$ cat src/rtl/leaderboard_rank.sv
// leaderboard_rank
//   Keeps two sorted top-3 boards of finished stopwatch runs: the fast board
//   holds the three smallest times, the slow board the three largest. Each
//   accepted record runs IDLE -> CMP -> SHIFT -> ANNOUNCE. Rank, mode and a
//   one-cycle sound pulse are published for the ANNOUNCE cycle.
//
// Ports
//   clock            system clock
//   rst              synchronous active-high reset
//   time_in [TW]     current stopwatch time word
//   record           strobe: capture time_in as a finished run
//   board_sel        0 = fast board, 1 = slow board
//   clear            strobe: empty the selected board (IDLE only, beats record)
//   busy             high while an insertion is in progress
//   fast_1..3 [TW]   fast board entries, 1 = smallest
//   slow_1..3 [TW]   slow board entries, 1 = largest
//   fast_valid[3]    fast board occupied flags, bit0 = entry 1
//   slow_valid[3]    slow board occupied flags, bit0 = entry 1
//   rank [3]         one-hot slot of the last insertion, 000 = not placed
//   lb_mode [2]      01 = last record went to fast board, 10 = slow board
//   signal_sound_1..3  one-cycle pulse on placing 1st / 2nd / 3rd
module leaderboard_rank #(
  parameter int unsigned TW    = 39,
  parameter int unsigned DEPTH = 3
) (
  input  logic          clock,
  input  logic          rst,
  input  logic [TW-1:0] time_in,
  input  logic          record,
  input  logic          board_sel,
  input  logic          clear,
  output logic          busy,
  output logic [TW-1:0] fast_1,
  output logic [TW-1:0] fast_2,
  output logic [TW-1:0] fast_3,
  output logic [TW-1:0] slow_1,
  output logic [TW-1:0] slow_2,
  output logic [TW-1:0] slow_3,
  output logic [2:0]    fast_valid,
  output logic [2:0]    slow_valid,
  output logic [2:0]    rank,
  output logic [1:0]    lb_mode,
  output logic          signal_sound_1,
  output logic          signal_sound_2,
  output logic          signal_sound_3
);

  typedef enum logic [1:0] {
    S_IDLE,
    S_CMP,
    S_SHIFT,
    S_ANNOUNCE
  } state_t;

  // Slot index meaning "not placed".
  localparam logic [1:0] P_NONE = 2'(DEPTH);

  state_t           r_state;
  logic [TW-1:0]    r_cand;
  logic             r_bsel;
  logic [1:0]       r_pos;
  logic [TW-1:0]    r_fast [DEPTH];
  logic [TW-1:0]    r_slow [DEPTH];
  logic [DEPTH-1:0] r_fast_v;
  logic [DEPTH-1:0] r_slow_v;
  logic [2:0]       r_rank;
  logic [1:0]       r_mode;
  logic             r_busy;
  logic [2:0]       r_snd;

  logic [1:0]       w_pos;
  logic             w_found;

  // First slot that is empty or strictly worse than the candidate; strict
  // compare puts a tie after the existing equal entries.
  always_comb begin
    w_pos   = P_NONE;
    w_found = 1'b0;
    for (int unsigned i = 0; i < DEPTH; i++) begin
      if (!w_found) begin
        if (!r_bsel) begin
          if (!r_fast_v[i] || (r_fast[i] > r_cand)) begin
            w_pos   = 2'(i);
            w_found = 1'b1;
          end
        end else begin
          if (!r_slow_v[i] || (r_slow[i] < r_cand)) begin
            w_pos   = 2'(i);
            w_found = 1'b1;
          end
        end
      end
    end
  end

  always_ff @(posedge clock) begin
    if (rst) begin
      r_state  <= S_IDLE;
      r_cand   <= '0;
      r_bsel   <= 1'b0;
      r_pos    <= P_NONE;
      r_fast_v <= '0;
      r_slow_v <= '0;
      r_rank   <= '0;
      r_mode   <= '0;
      r_busy   <= 1'b0;
      r_snd    <= '0;
      for (int unsigned k = 0; k < DEPTH; k++) begin
        r_fast[k] <= '0;
        r_slow[k] <= '0;
      end
    end else begin
      r_snd <= '0;
      case (r_state)
        S_IDLE: begin
          if (clear) begin
            if (!board_sel) begin
              r_fast_v <= '0;
              for (int unsigned k = 0; k < DEPTH; k++) r_fast[k] <= '0;
            end else begin
              r_slow_v <= '0;
              for (int unsigned k = 0; k < DEPTH; k++) r_slow[k] <= '0;
            end
            r_rank <= '0;
          end else if (record) begin
            r_cand  <= time_in;
            r_bsel  <= board_sel;
            r_busy  <= 1'b1;
            r_state <= S_CMP;
          end
        end

        S_CMP: begin
          if (r_cand == '0) begin
            r_busy  <= 1'b0;
            r_state <= S_IDLE;
          end else begin
            r_pos   <= w_pos;
            r_state <= S_SHIFT;
          end
        end

        S_SHIFT: begin
          // Entries below the insertion point move down one slot; the last
          // one falls off. With r_pos == P_NONE neither loop fires.
          for (int unsigned k = 1; k < DEPTH; k++) begin
            if (2'(k) > r_pos) begin
              if (!r_bsel) begin
                r_fast[k]   <= r_fast[k-1];
                r_fast_v[k] <= r_fast_v[k-1];
              end else begin
                r_slow[k]   <= r_slow[k-1];
                r_slow_v[k] <= r_slow_v[k-1];
              end
            end
          end
          for (int unsigned k = 0; k < DEPTH; k++) begin
            if (2'(k) == r_pos) begin
              if (!r_bsel) begin
                r_fast[k]   <= r_cand;
                r_fast_v[k] <= 1'b1;
              end else begin
                r_slow[k]   <= r_cand;
                r_slow_v[k] <= 1'b1;
              end
            end
          end
          // Registered here so they are visible during the ANNOUNCE cycle.
          r_rank  <= (r_pos == P_NONE) ? 3'b000 : (3'b001 << r_pos);
          r_snd   <= (r_pos == P_NONE) ? 3'b000 : (3'b001 << r_pos);
          r_mode  <= r_bsel ? 2'b10 : 2'b01;
          r_state <= S_ANNOUNCE;
        end

        S_ANNOUNCE: begin
          r_busy  <= 1'b0;
          r_state <= S_IDLE;
        end

        default: begin
          r_busy  <= 1'b0;
          r_state <= S_IDLE;
        end
      endcase
    end
  end

  assign busy           = r_busy;
  assign fast_1         = r_fast[0];
  assign fast_2         = r_fast[1];
  assign fast_3         = r_fast[2];
  assign slow_1         = r_slow[0];
  assign slow_2         = r_slow[1];
  assign slow_3         = r_slow[2];
  assign fast_valid     = r_fast_v;
  assign slow_valid     = r_slow_v;
  assign rank           = r_rank;
  assign lb_mode        = r_mode;
  assign signal_sound_1 = r_snd[0];
  assign signal_sound_2 = r_snd[1];
  assign signal_sound_3 = r_snd[2];

endmodule
$ cat config.mk
export PLATFORM = sky130hd
export DESIGN_NAME = leaderboard_rank
export DESIGN_NICKNAME = d
export VERILOG_FILES = /design/src/rtl/leaderboard_rank.sv
export SDC_FILE = /design/constraint.sdc
export NUM_CORES = 1
export LEC_CHECK = 0
export BUFFER_PORTS_ARGS = -buffer_cell sky130_fd_sc_hd__buf_2
export CAP_MARGIN = 10
export CORE_MARGIN = 1.5
export CORE_UTILIZATION = 25
export DETAILED_ROUTE_END_ITERATION = 12
export PLACE_DENSITY = 0.42
export REMOVE_ABC_BUFFERS = 1
export SYNTH_ARGS = -nofsm -noshare
export SYNTH_HDL_FRONTEND = slang
export SYNTH_SLANG_ARGS = --single-unit
$ cat constraint.sdc
create_clock -name clock -period 4.3 [get_ports clock]
set_input_delay 0 -clock clock [delete_from_list [all_inputs] [get_ports clock]]
set_output_delay 0 -clock clock [all_outputs]
set_load 0.02 [all_outputs]
==> impl_metrics.py <==
metrics = {
    "placement": {
        "globalplace.congestion": 0.866,
        "io_buffer_count": 292,
        "hpwl_um": 52200,
    },
    "critical_path": {
        "critPathTopFamily": "compound AO/OA/AOI/OAI gates",
        "arrival_ns": 3.99,
        "critPathKind": "flop to flop",
        "slowest_stage": "a211oi_1",
        "cp_max_fo": 8,
        "crit_chain": "inv_1 > ha_1 > a21o_1 > a31oi_1 > o21ai_0 > a211o_1 > a211oi_1 > o211ai_2 > a31o_2",
        "crit_path_end_kind": "flop",
        "worst-path-buf-inv": 1,
        "worstSetupStartpointType": "flop",
        "critPathMaxStageDelay_ns": 0.68,
        "required_ns": 4.77,
    },
    "power": {
        "power_mw": 7.84,
        "powerDensity_nw_per_um2": 376,
        "p_leak_nw": 8.70,
        "ir_drop_v": 0.000218,
    },
    "run": {
        "drv_cap": 0,
    },
    "drt": {
        "drtPass1Iterations": 9,
        "via_per_inst": 4.96,
        "wirelength_um": 71100,
        "post-route-drc-count": 10,
        "wire_per_inst_um": 25.2,
        "first_iter_violations": 965,
        "vias": 14000,
        "drtAntennaViolNets": 0,
    },
    "floorplanning": {
        "start_util_pct": 25.4,
        "fp.dieW_um": 262,
        "rows": 94,
        "coreArea_um2": 66000,
        "io_pins": 293,
        "dieArea_um2": 68600,
        "die_height_um": 262,
    },
    "synth": {
        "async_reset_ff_share_pct": 0,
        "ys.flop_type": "edfxtp_1",
        "ys_types": 62,
        "syn-cell-area_um2": 16700,
        "ys_warn_count": 0,
        "synth.top_cell.area_share_pct": 42.0,
        "ys_seq_area_share_pct": 49.0,
        "synth_area_leader_cell": "edfxtp_1",
        "synth-seq-cells": 293,
        "synthCells": 1602,
        "synth_area_leaders": "edfxtp_1, ha_1, dfxtp_1, nand2_1, a21oi_1",
        "synth_edf_count": 234,
        "avgSynthCellArea_um2": 10.5,
    },
    "finish": {
        "seqCellArea_um2": 8210,
        "multiInputGateArea_um2": 8080,
        "area_growth_pct": 24.3,
        "layout_common_cells": "nand2_1, buf_2, edfxtp_1",
        "final_nets": 2208,
        "fillers": 6837,
        "n_antenna_cell": 0,
        "drive_gt1_share_pct": 22.1,
        "mostFrequentLayoutCell": "nand2_1",
    },
    "clock_tree": {
        "cts_tree": "yes",
        "cts.sinks": 293,
        "clk_latency_ns": 0.57,
        "cts_htree_levels": 2,
        "cts_buffer_depth": 3,
        "cts_buffers": 37,
        "cts.clk_slew.worst_paths_ns": 0.06,
        "cts-root-buf": "clkbuf_16",
    },
    "sta": {
        "rsz0062_at_grt": "no",
        "slew_headroom_pct": 34.7,
        "min_period_ns": 3.52,
        "post-route-period-util_pct": 81.8,
        "tightest_slew_ns": 0.971,
        "setup_viol": 0,
        "hold_violations": 0,
        "clock.fmax_mhz": 284,
        "slew_viol_final": 0,
        "tns_ns": 0,
        "worst_clock_skew_ns": 0.0280,
    },
    "global_routing": {
        "grt_pass1_vias": 14000,
        "overflow": 0,
        "grt_max_degree": 79,
        "grt_use_met1_pct": 27.6,
        "grt-busiest-layer": "met2",
        "use_met3_pct": 3.60,
        "antenna_found_initial": 0,
        "grt_pass1_wl_um": 101000,
        "grtUsageTotal_pct": 20.4,
        "use_met2_pct": 33.4,
    },
    "status": {
        "status": "finished with violations",
        "violations": "DRC",
    },
    "min_path": {
        "hold_path.class": "input port to flop",
    },
}
[final timing paths]
check / start / end / slack (ns) / cells after the start
min: time_in[17] / r_cand[17] / 0.22 / 4
max reg2reg: r_cand[2] / r_pos[1] / 0.78 / 9
max: r_cand[2] / r_pos[1] / 0.78 / 9
min reg2reg: rank[2] / rank[2] / 0.45 / 1
[logic make-up (layout without fill, tap and decap cells)]
| logic type | Yosys count | in the layout | share of synthesized area [%] |
|---|---|---|---|
| fa+ha+maj | 231 | 231 | 17.3 |
| simple gates | 550 | 550 | 14.5 |
| compound gates | 370 | 370 | 13.5 |
| mux | 40 | 40 | 2.67 |
| flops | 293 | 293 | 49.0 |
| buf+inv | 118 | 477 | 3.06 |
[power breakdown]
part           internal (mW)  total, mW  leakage [nW]  switching, mW
Combinational          0.448       1.34          5.16          0.888
Sequential              3.23       3.44          2.96          0.209
Clock                   1.74       3.06         0.571           1.32
Total                   5.42       7.84          8.70           2.41
[area by class of cell]
cell class              instances  area share (%)
clock buffers                  51            4.94
clock inverters                16           0.643
inverters                      50           0.901
multi-input cells            1191            38.8
flip-flops and latches        293            39.4
well taps                     864            5.19
repair buffers                360            10.1
[synth_stat cells, drive strengths merged (8+ instances only)]
cell type    n
edfxtp     234
nand3       23
a21o        31
ha         231
a21oi      200
nand2      305
nand4       37
nor3        11
nor2       120
dfxtp       59
nor2b        8
nor4        14
inv         50
clkbuf      24
buf         44
a211oi      18
o21ai       40
and4        10
mux2        38
a22o        39
[worst min-delay path: stages]
cell and delay [ns]:
dlygate4sd3_1 0.52, buf_2 0.12, nand2_1 0.04, a21oi_1 0.05
[what timing repair did]
item | in CTS | in global routing
setup buffers | 0 | 0
resized for setup | 0 | 0
hold endpoints to repair | 49 | 0
hold buffers | 43 | 0
setup endpoints to repair | 0 | 0
[sequential cells by signal (all words and copies together), names as in the netlist, named ones only]
signal / flops
r_snd: 3
r_fast: 117
r_cand: 39
busy: 1
r_pos: 2
rank: 3
fast_valid: 3
r_state: 1
slow_valid: 3
lb_mode: 2
r_bsel: 1
r_slow: 117
[metal layers]
metal | vias up | routed length (µm)
li1 | 6596 | -
met1 | 6943 | 32500
met2 | 395 | 33100
met3 | 79 | 3790
met4 | 0 | 1650
met5 | - | 0
[through the flow]
| step | utilization [%] | hold slack (ns) | cells | worst slack [ns] | area [µm²] |
|---|---|---|---|---|---|
| finish | 31.6 | 0.222 | 2825 | 0.784 | 20800 |
| CTS | 31.6 | 0.194 | 2825 | 0.800 | 20800 |
| floorplan | - | 0.0691 | 1534 | 0.0956 | 16400 |
| detailed placement | 29.1 | 0.248 | 2715 | 0.785 | 19200 |
| global route | 31.6 | 0.227 | 2825 | 0.643 | 20800 |
| global placement | 29.1 | 0.244 | 2715 | 0.854 | 19200 |
(Power assumes the default switching activity.)
